$ cat src/rtl/dly_pkg.sv
// -----------------------------------------------------------------------------
// dly_pkg
// Constants and types shared by the delay generator and the delay
// measurement block (delay_meas).
//   MS_W_DEF          : default width of ms counters, limits and results
//   TICKS_PER_MS_DEF  : default i_clk_1k cycles per counted ms
//   TICKS_PER_MS_SIM  : shortened tick count for simulation builds
//   state_e           : measurement FSM state encoding
// -----------------------------------------------------------------------------
package dly_pkg;

  localparam int MS_W_DEF         = 12;
  localparam int TICKS_PER_MS_DEF = 32;
  localparam int TICKS_PER_MS_SIM = 2;

  typedef enum logic [1:0] {
    IDLE = 2'd0,
    RUN  = 2'd1,
    DONE = 2'd2,
    TOUT = 2'd3
  } state_e;

endpackage

$ cat src/rtl/sync_2ff.sv
// -----------------------------------------------------------------------------
// sync_2ff
// Two-flop synchronizer for one asynchronous level input.
//   i_clk_1k : destination clock
//   i_rst    : asynchronous active-high reset, clears both flops to 0
//   i_d      : asynchronous input level
//   o_q      : synchronized level, two clocks behind i_d
// -----------------------------------------------------------------------------
module sync_2ff (
  input  logic i_clk_1k,
  input  logic i_rst,
  input  logic i_d,
  output logic o_q
);

  logic meta_q;

  always_ff @(posedge i_clk_1k or posedge i_rst) begin
    if (i_rst) begin
      meta_q <= 1'b0;
      o_q    <= 1'b0;
    end else begin
      meta_q <= i_d;
      o_q    <= meta_q;
    end
  end

endmodule

$ cat src/rtl/delay_meas.sv
// -----------------------------------------------------------------------------
// delay_meas
// Measures elapsed ms from a start event (rising i_start) to a done event
// (i_done high) and flags a timeout when a programmed limit is reached first.
//   i_clk_1k    : sole clock
//   i_rst       : asynchronous active-high reset
//   i_start     : async level; rising edge starts, low level aborts
//   i_done      : async level; high ends the measurement
//   i_limit     : timeout in ms, latched at the start edge; 0 = no timeout
//   o_meas      : measured ms (or limit on timeout), held until next start
//   o_valid     : o_meas holds a completed measurement
//   o_timeout   : limit reached before done
//   o_busy      : measurement in progress
//   o_dbg_state : current FSM state, for observation only
// Handshake: there is no ready; o_valid/o_timeout are level flags that stay
// asserted until the next start edge clears them together with o_busy rising.
// -----------------------------------------------------------------------------
module delay_meas
  import dly_pkg::*;
#(
  parameter int TICKS_PER_MS = TICKS_PER_MS_DEF,
  parameter int MS_W         = MS_W_DEF
) (
  input  logic            i_clk_1k,
  input  logic            i_rst,
  input  logic            i_start,
  input  logic            i_done,
  input  logic [MS_W-1:0] i_limit,
  output logic [MS_W-1:0] o_meas,
  output logic            o_valid,
  output logic            o_timeout,
  output logic            o_busy,
  output state_e          o_dbg_state
);

  localparam int TW = (TICKS_PER_MS > 1) ? $clog2(TICKS_PER_MS) : 1;
  localparam logic [TW-1:0]   TICK_LAST = TW'(TICKS_PER_MS - 1);
  localparam logic [MS_W-1:0] MS_MAX    = '1;

  logic s_start, s_done, s_start_d, rise_q;
  logic first_q;
  logic [TW-1:0]   tick_q;
  logic [MS_W-1:0] ms_q, limit_q;
  state_e state_q, state_d;
  logic [MS_W-1:0] meas_d;
  logic valid_d, tout_d, busy_d;

  sync_2ff u_sync_start (
    .i_clk_1k (i_clk_1k),
    .i_rst    (i_rst),
    .i_d      (i_start),
    .o_q      (s_start)
  );

  sync_2ff u_sync_done (
    .i_clk_1k (i_clk_1k),
    .i_rst    (i_rst),
    .i_d      (i_done),
    .o_q      (s_done)
  );

  // Start edge detect; the rise is registered so the FSM sees a clean pulse.
  always_ff @(posedge i_clk_1k or posedge i_rst) begin
    if (i_rst) begin
      s_start_d <= 1'b0;
      rise_q    <= 1'b0;
    end else begin
      s_start_d <= s_start;
      rise_q    <= s_start & ~s_start_d;
    end
  end

  // Tick / ms counters and limit latch. first_q marks the RUN entry cycle,
  // in which done is deliberately ignored.
  always_ff @(posedge i_clk_1k or posedge i_rst) begin
    if (i_rst) begin
      tick_q  <= '0;
      ms_q    <= '0;
      limit_q <= '0;
      first_q <= 1'b0;
    end else if (rise_q) begin
      tick_q  <= '0;
      ms_q    <= '0;
      limit_q <= i_limit;
      first_q <= 1'b1;
    end else if (state_q == RUN) begin
      first_q <= 1'b0;
      if (tick_q == TICK_LAST) begin
        tick_q <= '0;
        if (ms_q != MS_MAX) ms_q <= ms_q + 1'b1;
      end else begin
        tick_q <= tick_q + 1'b1;
      end
    end
  end

  // FSM state register
  always_ff @(posedge i_clk_1k or posedge i_rst) begin
    if (i_rst) state_q <= IDLE;
    else       state_q <= state_d;
  end

  // FSM next state: a rise restarts from any state; RUN exits in priority
  // order abort, done, timeout.
  always_comb begin
    state_d = state_q;
    if (rise_q) begin
      state_d = RUN;
    end else if (state_q == RUN) begin
      if (!s_start)                                state_d = IDLE;
      else if (s_done && !first_q)                 state_d = DONE;
      else if ((limit_q != '0) && (ms_q == limit_q)) state_d = TOUT;
    end
  end

  // Output next values; registered below so no output is combinational.
  always_comb begin
    meas_d  = o_meas;
    valid_d = o_valid;
    tout_d  = o_timeout;
    busy_d  = o_busy;
    if (rise_q) begin
      meas_d  = '0;
      valid_d = 1'b0;
      tout_d  = 1'b0;
      busy_d  = 1'b1;
    end else if (state_q == RUN) begin
      case (state_d)
        IDLE: begin
          valid_d = 1'b0;
          tout_d  = 1'b0;
          busy_d  = 1'b0;
        end
        DONE: begin
          meas_d  = ms_q;
          valid_d = 1'b1;
          busy_d  = 1'b0;
        end
        TOUT: begin
          meas_d  = limit_q;
          tout_d  = 1'b1;
          busy_d  = 1'b0;
        end
        default: ;
      endcase
    end
  end

  always_ff @(posedge i_clk_1k or posedge i_rst) begin
    if (i_rst) begin
      o_meas    <= '0;
      o_valid   <= 1'b0;
      o_timeout <= 1'b0;
      o_busy    <= 1'b0;
    end else begin
      o_meas    <= meas_d;
      o_valid   <= valid_d;
      o_timeout <= tout_d;
      o_busy    <= busy_d;
    end
  end

  assign o_dbg_state = state_q;

endmodule

$ cat config.mk
export PLATFORM = sky130hd
export DESIGN_NAME = delay_meas
export DESIGN_NICKNAME = d
export VERILOG_FILES = /design/src/rtl/dly_pkg.sv /design/src/rtl/sync_2ff.sv /design/src/rtl/delay_meas.sv
export SDC_FILE = /design/constraint.sdc
export NUM_CORES = 1
export LEC_CHECK = 0
export BUFFER_PORTS_ARGS = -buffer_cell sky130_fd_sc_hd__buf_4
export CORE_ASPECT_RATIO = 0.9
export CORE_UTILIZATION = 40
export CTS_CLUSTER_DIAMETER = 40
export DETAILED_ROUTE_END_ITERATION = 10
export PLACE_DENSITY = 0.64
export SYNTH_ARGS = -nofsm -noshare
export SYNTH_HDL_FRONTEND = slang
export SYNTH_HIERARCHICAL = 1
export SYNTH_SLANG_ARGS = --single-unit
$ cat constraint.sdc
create_clock -name i_clk_1k -period 1.9 [get_ports i_clk_1k]
set_input_delay 0.38 -clock i_clk_1k [delete_from_list [all_inputs] [get_ports i_clk_1k]]
set_output_delay 0.38 -clock i_clk_1k [all_outputs]
set_load 0.03 [all_outputs]
# ---- After elaboration in Yosys (flattened, before gate mapping)
# Cells that the tools add are included.
dict set report classes {
  addsub 2
  n_eq_ne 6
  n_mux 26
  bitwise 2
  reduce_logical 18
}
# cell count
set ops {}
lappend ops {{$mux 12} 6}
lappend ops {{$pmux 12 s2} 1}
lappend ops {{$mux 5} 3}
lappend ops {{$add 12x1->12 const B} 1}
lappend ops {{$eq 12x12->1} 1}
lappend ops {{$ne 12x12->1 const B} 1}
lappend ops {{$reduce_bool 12->1} 1}
lappend ops {{$mux 2} 5}
lappend ops {{$mux 1} 9}
lappend ops {{$reduce_bool 3->1} 3}
lappend ops {{$reduce_and 2->1} 4}
lappend ops {{$reduce_bool 2->1} 4}
lappend ops {{$add 5x1->5 const B} 1}
lappend ops {{$eq 5x5->1 const B} 1}
lappend ops {{$eq 2x2->1 const B} 2}
lappend ops {{$pmux 1 s2} 2}
lappend ops {{$reduce_and 3->1} 1}
lappend ops {{$reduce_or 3->1} 1}
lappend ops {{$eq 2x1->1 const B} 1}
lappend ops {{$logic_and 1x1->1} 2}
lappend ops {{$logic_not 2->1} 1}
lappend ops {{$and 1x1->1} 1}
lappend ops {{$logic_not 1->1} 1}
lappend ops {{$not 1->1} 1}
dict set report word_totals {
  regBits 53
  in_bits 16
  out_inout_bits 17
  elab_cells 69
}

# ---- Depth between registers and ports, before layout
# Gate-level depths: netlist of run 1.
dict set report logic_depth {
  word_depth 12
  mapped_depth 9
  depth_no_buf 9
}

# ---- Hierarchy
# Netlist of run 1, hierarchy kept.
# mod instances cells_each area_each_um2 seq_area_each_um2
set modules_own_cells {}
lappend modules_own_cells {delay_meas 1 235 2423.6 1226.2}
lappend modules_own_cells {sync_2ff 2 3 53.8 50.0}

# ---- Least setup slack after synthesis of run 1
# No wires, ideal clock.
dict set report synth_timing {
  kind {register -> register}
  from {reg tick_q[0]}
  to {reg ms_q[5]}
  setup_time_ns 0.078
  t_arrival_ns 1.840
  setup_slack_ns -0.019
  stages_incl_launch_ff 9
  path_buffers 0
  period_less_slack_ns 1.919
  cell_sequence {dfrtp_1 > ha_1 > and3_1 > ha_1 > and3b_1 > o2111ai_1 > a21o_1 > or3_1 > a21oi_1}
}
dict set report synth_between {
  elab_chain_cells 3
}
# element line
set synth_lines {}
lappend synth_lines {{start: declaration} delay_meas.sv:42} ;# logic [TW-1:0] tick_q;
lappend synth_lines {{start signal: assignment} delay_meas.sv:92} ;# tick_q <= tick_q + 1'b1;
lappend synth_lines {{$eq 5x5->1} delay_meas.sv:88} ;# if (tick_q == TICK_LAST) begin
lappend synth_lines {{$reduce_bool 2->1 (no source line)} -}
lappend synth_lines {{$reduce_and 3->1 (no source line)} -}
lappend synth_lines {{end signal: assignment} delay_meas.sv:90} ;# if (ms_q != MS_MAX) ms_q <= ms_q + 1'b1;
lappend synth_lines {{end: declaration} delay_meas.sv:43} ;# logic [MS_W-1:0] ms_q, limit_q;
# Every way passes these cells.
# A chain may end at the register's enable or synchronous reset.

# ---- Worst setup path in the final report of run 1
dict set report layout_timing {
  from {reg tick_q[0]}
  to {reg ms_q[7]}
}
# The elaborated chain is that of the path after synthesis.

==> flow_summary_export.csv, run 1 <==
group,metric,value,unit
synth,synth_cell_type_count,42,
die,fp.dieH,77.47,um
pwr,power,0.002525,W
clock_network,numClockSinks,53,
synth,synth_xor_area_frac,0.07266,
timing,period_share,1.023,
synth,yosys-top-cells-area,"dfrtp_1 (52%), mux2_2 (5.3%), xnor2_1 (5.2%)",
die,io_pins,33,
clock_network,clockRootBuffer,"clkbuf_8",
clock_network,htreeDepth,2,
global_route,grt_antenna_before_repair,0,
synth,synth-simple-area-share,0.1873,
timing,worst_slack,-43.19,ps
worst_setup_path,cp_data_required_time,2080,ps
detailed_routing,drc,0,
synth,syn_nets,260,
layout,fillers,510,
worst_hold_path,holdCritPathClass,"input port to register",
timing,rsz0062_at_grt,"true",
clock_network,cts_tree,"built",
timing,slew_violations,0,
synth,synth_top_family_by_area,"simple AND/OR/NAND/NOR gates",
synth,ys_seq_elements,53,
die,die_area,6650,um2
worst_setup_path,critical_path.max_fanout,5,
timing,holdWs,191.6,ps
detailed_routing,totalWireLength,5963,um
synth,synth_top_area_frac,0.5240,
place,place_hpwl,4295,um
clock_network,clock_path_buffers,2,
layout,post-route-util,0.5734,
synth,synthAdderAreaFrac,0.01483,
outcome,status,"finished with violations",
flow_run,maxCapViolCount,0,
synth,synth_cells,241,
worst_setup_path,endpoint_kind,"register",
layout,multi_input_area,1309,um2
synth,synthFlopType,"dfrtp_1",
detailed_routing,vias_per_cell,5.050,
synth,synth_mux_area_frac,0.05734,
outcome,violations,"negative setup slack",
place,gp_congestion,0.8430,
detailed_routing,drtAntennaViolNets,0,
detailed_routing,via_count,2035,
layout,final_nets,335,
synth,synth_compound_gate_area_share,0.1132,
synth,async_reset_ff_frac,1.000,
clock_network,numCtsBuffers,5,
clock_network,clkTransAtPathRegs,90,ps
timing,fmax,514.6,MHz
die,fp-row-count,27,
die,coreArea,6115,um2
place,io_buffers,32,
detailed_routing,drt_iter0_drc,135,
synth,yosysWarnings,6,
layout,drive_above_1_share,0.4241,
global_route,track_usage,0.1840,
pwr,peakVddDrop,0.0004343,V
timing,final.setup_skew,13.82,ps
clock_network,clk_latency,300,ps
die,die_x,85.85,um
die,initial_core_util,0.4140,
layout,area_delta_synth_final,38.51,%
pwr,p_leak,1.557,nW
worst_setup_path,worstSetupStartpointType,"register",
global_route,grt_pass1_vias,1883,
timing,setup_viol,8,
global_route,grt_pass1_wl,9446,um
detailed_routing,dr.pass1.iters,4,
layout,seq_area,1331,um2
synth,netlist_area,2531,um2
synth,syn_avg_cell_area,10.50,um2
synth,synth_edf_count,0,
layout,diodes,0,
worst_setup_path,arrival,2120,ps
timing,relSlewSlack,0.6132,
timing,finalCriticalPeriod,1943,ps
timing,hold_viol,0,
worst_setup_path,crit_type,"register to register",
place,pre_cts_slack,-232.2,ps
synth,ys_seq_area_frac,0.5240,
timing,worst_slew_pin_slew,580.2,ps
global_route,grt_start_max_net_pins,30,
global_route,overflow,0,
pwr,p_per_area,720.2,nW/um2
synth,post-synth-top-area-cell,"dfrtp_1",
detailed_routing,wire_per_inst,14.80,um
[cell usage in the layout, fill, tap and decap left out, types with 3 or more instances in the layout]
cell / count
nand4_1: 11
xnor2_2: 3
nor3_1: 5
o21ai_1: 6
xor2_1: 6
clkbuf_8: 6
a32oi_1: 4
nor2_1: 18
inv_1: 3
o21ai_0: 4
dfrtp_1: 49
buf_4: 72
dfrtp_2: 4
buf_6: 4
mux2_2: 12
nand2_1: 28
nand2b_1: 4
a21oi_1: 13
buf_12: 3
xnor2_1: 12
nor2b_1: 3
[critical path, cell delays in order, from the launching register on]
cell and delay, ps:
dfrtp_1 370, ha_2 190, and3_4 190, ha_4 130, and3b_1 170, o2111ai_2 110
a21o_1 220, buf_12 140, nor2_2 130, xnor2_2 130, nor2_1 60
[state kept, by name, indices dropped and copies added, names as in the netlist]
| signal | flops |
|---|---|
| tick_q | 5 |
| u_sync_done/o_q | 1 |
| limit_q | 12 |
| o_dbg_state | 2 |
| first_q | 1 |
| u_sync_done/meta_q | 1 |
| o_timeout | 1 |
| s_start_d | 1 |
| rise_q | 1 |
| o_valid | 1 |
| o_busy | 1 |
| o_meas | 12 |
| u_sync_start/meta_q | 1 |
| ms_q | 12 |
| u_sync_start/o_q | 1 |
[area by class of cell]
type	instances	share of cell area
clock buffers	7	0.02463
inverters	4	0.004283
multi-input cells	172	0.3733
flip-flops and latches	53	0.3797
well taps	87	0.03105
repair buffers	80	0.1870
[power by group]
| part | switching [W] | internal [W] | total [W] |
|---|---|---|---|
| logic | 0.000286 | 0.000286 | 0.000572 |
| registers | 0.0000941 | 0.00122 | 0.00131 |
| clock network | 0.000352 | 0.000290 | 0.000643 |
[through the flow]
step | cell area [um2] | TNS (ps) | cells
CTS | 3274 | -495.0 | 395
finish | 3506 | -179.7 | 403
global placement | 3103 | -1447 | 384
floorplan | 2534 | 0 | 241
global route | 3506 | -2142 | 403
detailed placement | 3103 | -2198 | 384
[synth_stat cells (3+ instances only)]
master / number
a32oi_1: 6
mux2_2: 12
xor2_1: 6
nand4_1: 11
xnor2_1: 15
nand2b_1: 4
nor3_1: 5
nor4_1: 3
o21ai_1: 6
nor2_1: 20
nand3_1: 3
inv_1: 4
or3_1: 3
nor2b_1: 3
a21oi_1: 15
nand2_1: 31
clkbuf_1: 6
o21ai_0: 4
ha_1: 3
dfrtp_1: 53
[path summary, 6_finish.rpt]
path | startpoint | endpoint | slack, ps | cells after the start
max | tick_q[0] | ms_q[7] | -40 | 10
min reg2reg | u_sync_done/meta_q | u_sync_done/o_q | 360 | 0
max in group asynchronous | i_rst | limit_q[2] | 700 | 4
min | i_done | u_sync_done/meta_q | 190 | 1
max reg2reg | tick_q[0] | ms_q[7] | -40 | 10
min in group asynchronous | i_rst | u_sync_done/meta_q | 510 | 3
[cells by family (layout without fill, tap and decap cells)]
group	Yosys count	in the layout
mux	13	13
buf+inv	16	91
compound gates	42	42
flops	53	53
xor+xnor	21	21
simple gates	93	93
fa+ha+maj	3	3
[layer usage]
| layer | global-route usage | vias to the layer above | part of all wire | wire length (um) |
|---|---|---|---|---|
| li1 | - | 998 | - | - |
| met1 | 0.2872 | 965 | 0.49 | 2947 |
| met2 | 0.2560 | 60 | 0.44 | 2601 |
| met3 | 0.03830 | 12 | 0.052 | 312 |
| met4 | 0.05000 | 0 | 0.017 | 102 |
| met5 | 0 | - | 0 | 0 |
[timing repair]
item / CTS / global route
gates resized for setup: 8 / 31
hold endpoints to repair: 4 / 0
endpoints found under the setup margin: 16 / 24
setup buffers: 3 / 8
hold buffers: 1 / 0
pin swaps: 3 / 28
No activity file was read; power rests on OpenSTA's default activity.
==> inputs of run 2 (changes only) <==
REMOVE_ABC_BUFFERS = 1   (was default)
==> flow_summary_export.csv, run 2 (synthesis gave the netlist of run 1 again) <==
group,metric,value,unit
clock_network,numClockSinks,53,
worst_setup_path,r2r_slack,-20,ps
place,place_hpwl,4125,um
layout,drive_above_1_share,0.3962,
die,die_x,85.85,um
worst_setup_path,cp_data_required_time,2130,ps
worst_setup_path,critical_path.max_fanout,6,
timing,holdWs,182.3,ps
clock_network,cts_tree,"built",
place,io_buffers,32,
timing,setup_viol,7,
detailed_routing,via_count,2060,
worst_setup_path,arrival,2150,ps
global_route,grt_antenna_before_repair,0,
detailed_routing,drt_iter0_drc,170,
worst_hold_path,min_delay_path_depth,1,
clock_network,clock_path_buffers,2,
clock_network,clockRootBuffer,"clkbuf_8",
die,io_pins,33,
timing,rsz0062_at_grt,"true",
layout,diodes,0,
timing,period_share,1.011,
die,die_area,6650,um2
timing,worst_slack,-21.28,ps
timing,slew_violations,0,
clock_network,clk_latency,300,ps
detailed_routing,wire_per_inst,14.64,um
die,fp-row-count,27,
global_route,track_usage,0.1843,
worst_setup_path,worstSetupStartpointType,"register",
worst_hold_path,holdCritPathClass,"input port to register",
worst_setup_path,crit_type,"register to register",
die,initial_core_util,0.4140,
timing,relSlewSlack,0.6820,
worst_setup_path,r2r_cells,8,
pwr,p_per_area,718.1,nW/um2
layout,layout_common_cells,"buf_4 (70), dfrtp_1 (49), nand2_1 (30)",
layout,area_delta_synth_final,33.96,%
pwr,peakVddDrop,0.0003918,V
worst_setup_path,rr_startpoint,"ms_q[8]",
worst_hold_path,min_from,"i_start",
timing,hold_viol,0,
layout,fin_cells,400,
layout,fillers,565,
place,dp_cells,382,
layout,reg.largest.list,"limit_q x12, ms_q x12, o_meas x12",
clock_network,clkTransAtPathRegs,90,ps
clock_network,numCtsBuffers,5,
detailed_routing,drc,0,
die,fp.dieH,77.47,um
timing,finalCriticalPeriod,1921,ps
outcome,violations,"negative setup slack",
pwr,p_leak,1.511,nW
detailed_routing,vias_per_cell,5.150,
outcome,status,"finished with violations",
detailed_routing,drtAntennaViolNets,0,
global_route,grt_pass1_wl,9535,um
place,gp_congestion,0.8222,
timing,final.setup_skew,10.87,ps
layout,layout_commonest_cell,"buf_4",
global_route,grt_pass1_vias,1956,
global_route,overflow,0,
detailed_routing,totalWireLength,5856,um
timing,fmax,520.5,MHz
detailed_routing,dr.pass1.iters,5,
flow_run,maxCapViolCount,0,
layout,final_nets,331,
clock_network,htreeDepth,2,
worst_setup_path,endpoint_kind,"register",
global_route,grt_start_max_net_pins,50,
worst_hold_path,min_to,"u_sync_start/meta_q",
die,coreArea,6115,um2
timing,worst_slew_pin_slew,477.0,ps
worst_setup_path,r2r_end,"o_meas[9]",
-- run 2: critical path, cell delays in order (launching register included) --
cell       delay (ps)
dfrtp_1           430
xnor2_2           210
nand4_1           180
nor4_4            360
buf_4             190
o2bb2ai_2         130
buf_6             140
a32oi_1            70
o21ai_1           150
-- run 2: final cells by class --
class | instances | area (um2) | area share
flip-flops and latches | 53 | 1331 | 0.3926
multi-input cells | 172 | 1244 | 0.3668
repair buffers | 76 | 609.3 | 0.1797
well taps | 87 | 108.9 | 0.03210
clock buffers | 6 | 72.57 | 0.02140
inverters | 4 | 15.01 | 0.004428
clock inverters | 2 | 10.01 | 0.002952
-- run 2: where the power goes --
| part | switching, W | internal, W | leakage [nW] | total [W] |
|---|---|---|---|---|
| sequential | 0.0000934 | 0.00122 | 0.686 | 0.00131 |
| combinational | 0.000255 | 0.000258 | 0.781 | 0.000514 |
| clock | 0.000356 | 0.000256 | 0.0450 | 0.000612 |
| total | 0.000705 | 0.00173 | 1.51 | 0.00243 |
-- run 2: how the worst max path moves through the flow --
stage	slack (ps)	from	end
after floorplan	-110	rise_q	ms_q[5]
after global placement	-160	limit_q[3]	o_meas[7]
after detailed placement	-200	limit_q[7]	o_meas[7]
after CTS	9	tick_q[1]	ms_q[3]
after global routing	-150	limit_q[10]	o_meas[11]
final	-20	ms_q[8]	o_meas[9]
-- run 2: through the flow --
stage | TNS [ps] | setup slack, ps | total power [W] | cell area [um2] | utilization
after detailed placement | -2180 | -201.0 | 0.001797 | 3085 | 0.5046
after global routing | -1197 | -153.2 | 0.002574 | 3391 | 0.5545
after floorplan | -224.7 | -111.2 | 0.001573 | 2469 | -
final | -80.19 | -21.28 | 0.002435 | 3391 | 0.5545
after CTS | 0 | 9.011 | 0.002435 | 3292 | 0.5384
after global placement | -1788 | -163.0 | 0.001783 | 3085 | 0.5046
-- run 2: per-layer routing --
layer	global-route usage	vias up	routed length, um
li1	-	991	-
met1	0.2743	1015	2827
met2	0.2816	49	2717
met3	0.03191	5	264
met4	0.04000	0	46
met5	0	-	0
-- run 2: what timing repair did --
action / in CTS / in global routing
hold buffers: 1 / 0
setup buffers: 7 / 2
endpoints found under the hold margin: 4 / 0
pin swaps: 7 / 16
setup endpoints to repair: 19 / 22
resized for setup: 9 / 20
==> inputs of run 3 (changes only) <==
BUFFER_PORTS_ARGS = -buffer_cell sky130_fd_sc_hd__buf_2   (was -buffer_cell sky130_fd_sc_hd__buf_4)
PLACE_DENSITY = default   (was 0.64)
==> flow_summary_export.csv, run 3 (synthesis gave the netlist of run 1 again) <==
group,metric,value,unit
outcome,status,"finished with violations",
outcome,violations,"negative setup slack",
timing,setup_viol,14,
timing,slew_violations,0,
place,dp_cells,385,
pwr,p_sw_frac,0.2889,
worst_setup_path,slowest_delay,460,ps
pwr,p_int,0.001778,W
die,fp.dieH,77.47,um
detailed_routing,drt_iter0_drc,130,
layout,layout_common_cells,"dfrtp_1 (51), buf_4 (48), buf_2 (32)",
detailed_routing,wire_per_inst,14.09,um
layout,drive_above_1_share,0.3975,
die,fp-row-count,27,
worst_setup_path,worst-path-stages,9,
clock_network,numCtsBuffers,5,
die,die_x,85.85,um
pwr,peakVddDrop,0.0004098,V
clock_network,clock_path_buffers,2,
detailed_routing,via_count,2023,
worst_setup_path,cp_data_required_time,2090,ps
place,io_buffers,32,
worst_setup_path,rr_startpoint,"limit_q[6]",
clock_network,clk_latency,310,ps
timing,finalCriticalPeriod,1950,ps
die,coreArea,6115,um2
die,io_pins,33,
worst_setup_path,slowest_stage,"dfrtp_2",
worst_setup_path,crit_path_end,"o_meas[9]",
pwr,switchingPower,0.0007223,W
pwr,pwr-share-seq,0.520,
global_route,overflow,0,
timing,hold_viol,0,
timing,fmax,512.8,MHz
layout,reg.largest.list,"limit_q x12, ms_q x12, o_meas x12",
worst_setup_path,arrival,2140,ps
pwr,clkPwrFrac,0.266,
worst_setup_path,cp-startpoint,"limit_q[6]",
worst_setup_path,crit_chain,"xnor2_2 > nand4_1 > nor4_4 > buf_4 > buf_4 > a211oi_4 > buf_12 > nand2_1 > o21ai_1",
die,initial_core_util,0.4140,
global_route,grt_antenna_before_repair,0,
worst_setup_path,r2r_slack,-50,ps
layout,layout_commonest_cell,"dfrtp_1",
clock_network,cts_tree,"built",
timing,worst_slack,-50.18,ps
layout,fin_cells,409,
worst_setup_path,crit_path_frequent_cell,"buf_4",
worst_hold_path,min_from,"i_start",
worst_setup_path,crit_type,"register to register",
clock_network,htreeDepth,2,
worst_setup_path,r2r_cells,9,
place,place_hpwl,4150,um
timing,final.setup_skew,7.041,ps
detailed_routing,dr.pass1.iters,4,
timing,relSlewSlack,0.6759,
detailed_routing,vias_per_cell,4.946,
pwr,pwr-share-comb,0.213,
timing,rsz0062_at_grt,"true",
worst_setup_path,endpoint_kind,"register",
global_route,grt_pass1_wl,9880,um
worst_setup_path,r2r_end,"o_meas[9]",
worst_setup_path,critical_path.max_fanout,17,
place,gp_congestion,0.8369,
clock_network,clkTransAtPathRegs,100,ps
flow_run,maxCapViolCount,0,
timing,period_share,1.026,
pwr,p_leak,1.545,nW
clock_network,clockRootBuffer,"clkbuf_8",
layout,fillers,549,
layout,final_nets,340,
die,die_area,6650,um2
clock_network,numClockSinks,53,
detailed_routing,drc,0,
detailed_routing,totalWireLength,5764,um
pwr,power,0.002500,W
global_route,grt_start_max_net_pins,32,
worst_hold_path,holdCritPathClass,"input port to register",
worst_setup_path,cp_num_buf_inv,3,
global_route,track_usage,0.1923,
global_route,grt_pass1_vias,1992,
pwr,p_per_area,744.6,nW/um2
worst_setup_path,critPathTopFamily,"simple AND/OR/NAND/NOR gates",
detailed_routing,drtAntennaViolNets,0,
layout,diodes,0,
timing,worst_slew_pin_slew,486.1,ps
layout,area_delta_synth_final,32.67,%
worst_setup_path,worstSetupStartpointType,"register",
[run 3: timing repair]
item,in CTS,in global routing
resized for setup,10,12
hold buffers,1,0
buffers inserted,9,7
hold endpoints to repair,4,0
setup endpoints to repair,18,23
pin swaps,11,11
[run 3: worst min path at each step]
stage	endpoint	slack, ps	cells after the start
floorplan	u_sync_done/meta_q	120	1
global placement	u_sync_done/meta_q	260	2
detailed placement	u_sync_start/meta_q	270	2
CTS	u_sync_start/meta_q	170	1
global route	u_sync_done/meta_q	160	1
finish	u_sync_start/meta_q	180	1
[run 3: worst register-to-register path, delay by kind of cell, from the launching register on]
family / cells / cell delay, ps
compound gates: 2 / 120
xor+xnor: 1 / 180
buf+inv: 3 / 490
flops: 1 / 460
simple gates: 3 / 600
[run 3: metal layers]
layer / global-route usage / up-vias / wire [um]
met2: 0.2848 / 51 / 2497
met4: 0.05000 / 0 / 70
met5: 0 / - / 0
li1: - / 1005 / -
met1: 0.2877 / 961 / 2988
met3: 0.03723 / 6 / 208
[run 3: power by group through the flow]
| stage | Sequential (W) | Combinational [W] | Clock (W) |
|---|---|---|---|
| 6_report | 0.00130 | 0.000534 | 0.000666 |
| 3_5_place_dp | 0.00132 | 0.000464 | 0 |
| 3_3_place_gp | 0.00131 | 0.000456 | 0 |
| 5_1_grt | 0.00131 | 0.000586 | 0.000735 |
| 4_1_cts | 0.00130 | 0.000500 | 0.000691 |
| 2_1_floorplan | 0.00136 | 0.000212 | 0 |
[run 3: cell type report]
cell class / instances / area (um2) / area share
clock buffer: 6 / 82.58 / 0.02459
clock inverter: 2 / 13.76 / 0.004098
inverter: 4 / 15.01 / 0.004471
multi-input combinational: 172 / 1216 / 0.3621
sequential: 53 / 1329 / 0.3957
tap: 87 / 108.9 / 0.03241
timing repair buffer: 85 / 593.1 / 0.1766
[run 3: stage by stage]
step	TNS [ps]	setup WS, ps	hold slack [ps]	util	area, um2
after floorplan	-224.7	-111.2	121.2	-	2469
after global placement	-71.85	-28.06	260.0	0.4972	3040
after detailed placement	-534.2	-99.01	265.6	0.4972	3040
after CTS	-320.4	-43.38	167.7	0.5328	3258
after global routing	-2254	-158.1	159.6	0.5492	3358
final	-448.9	-50.18	179.0	0.5492	3358
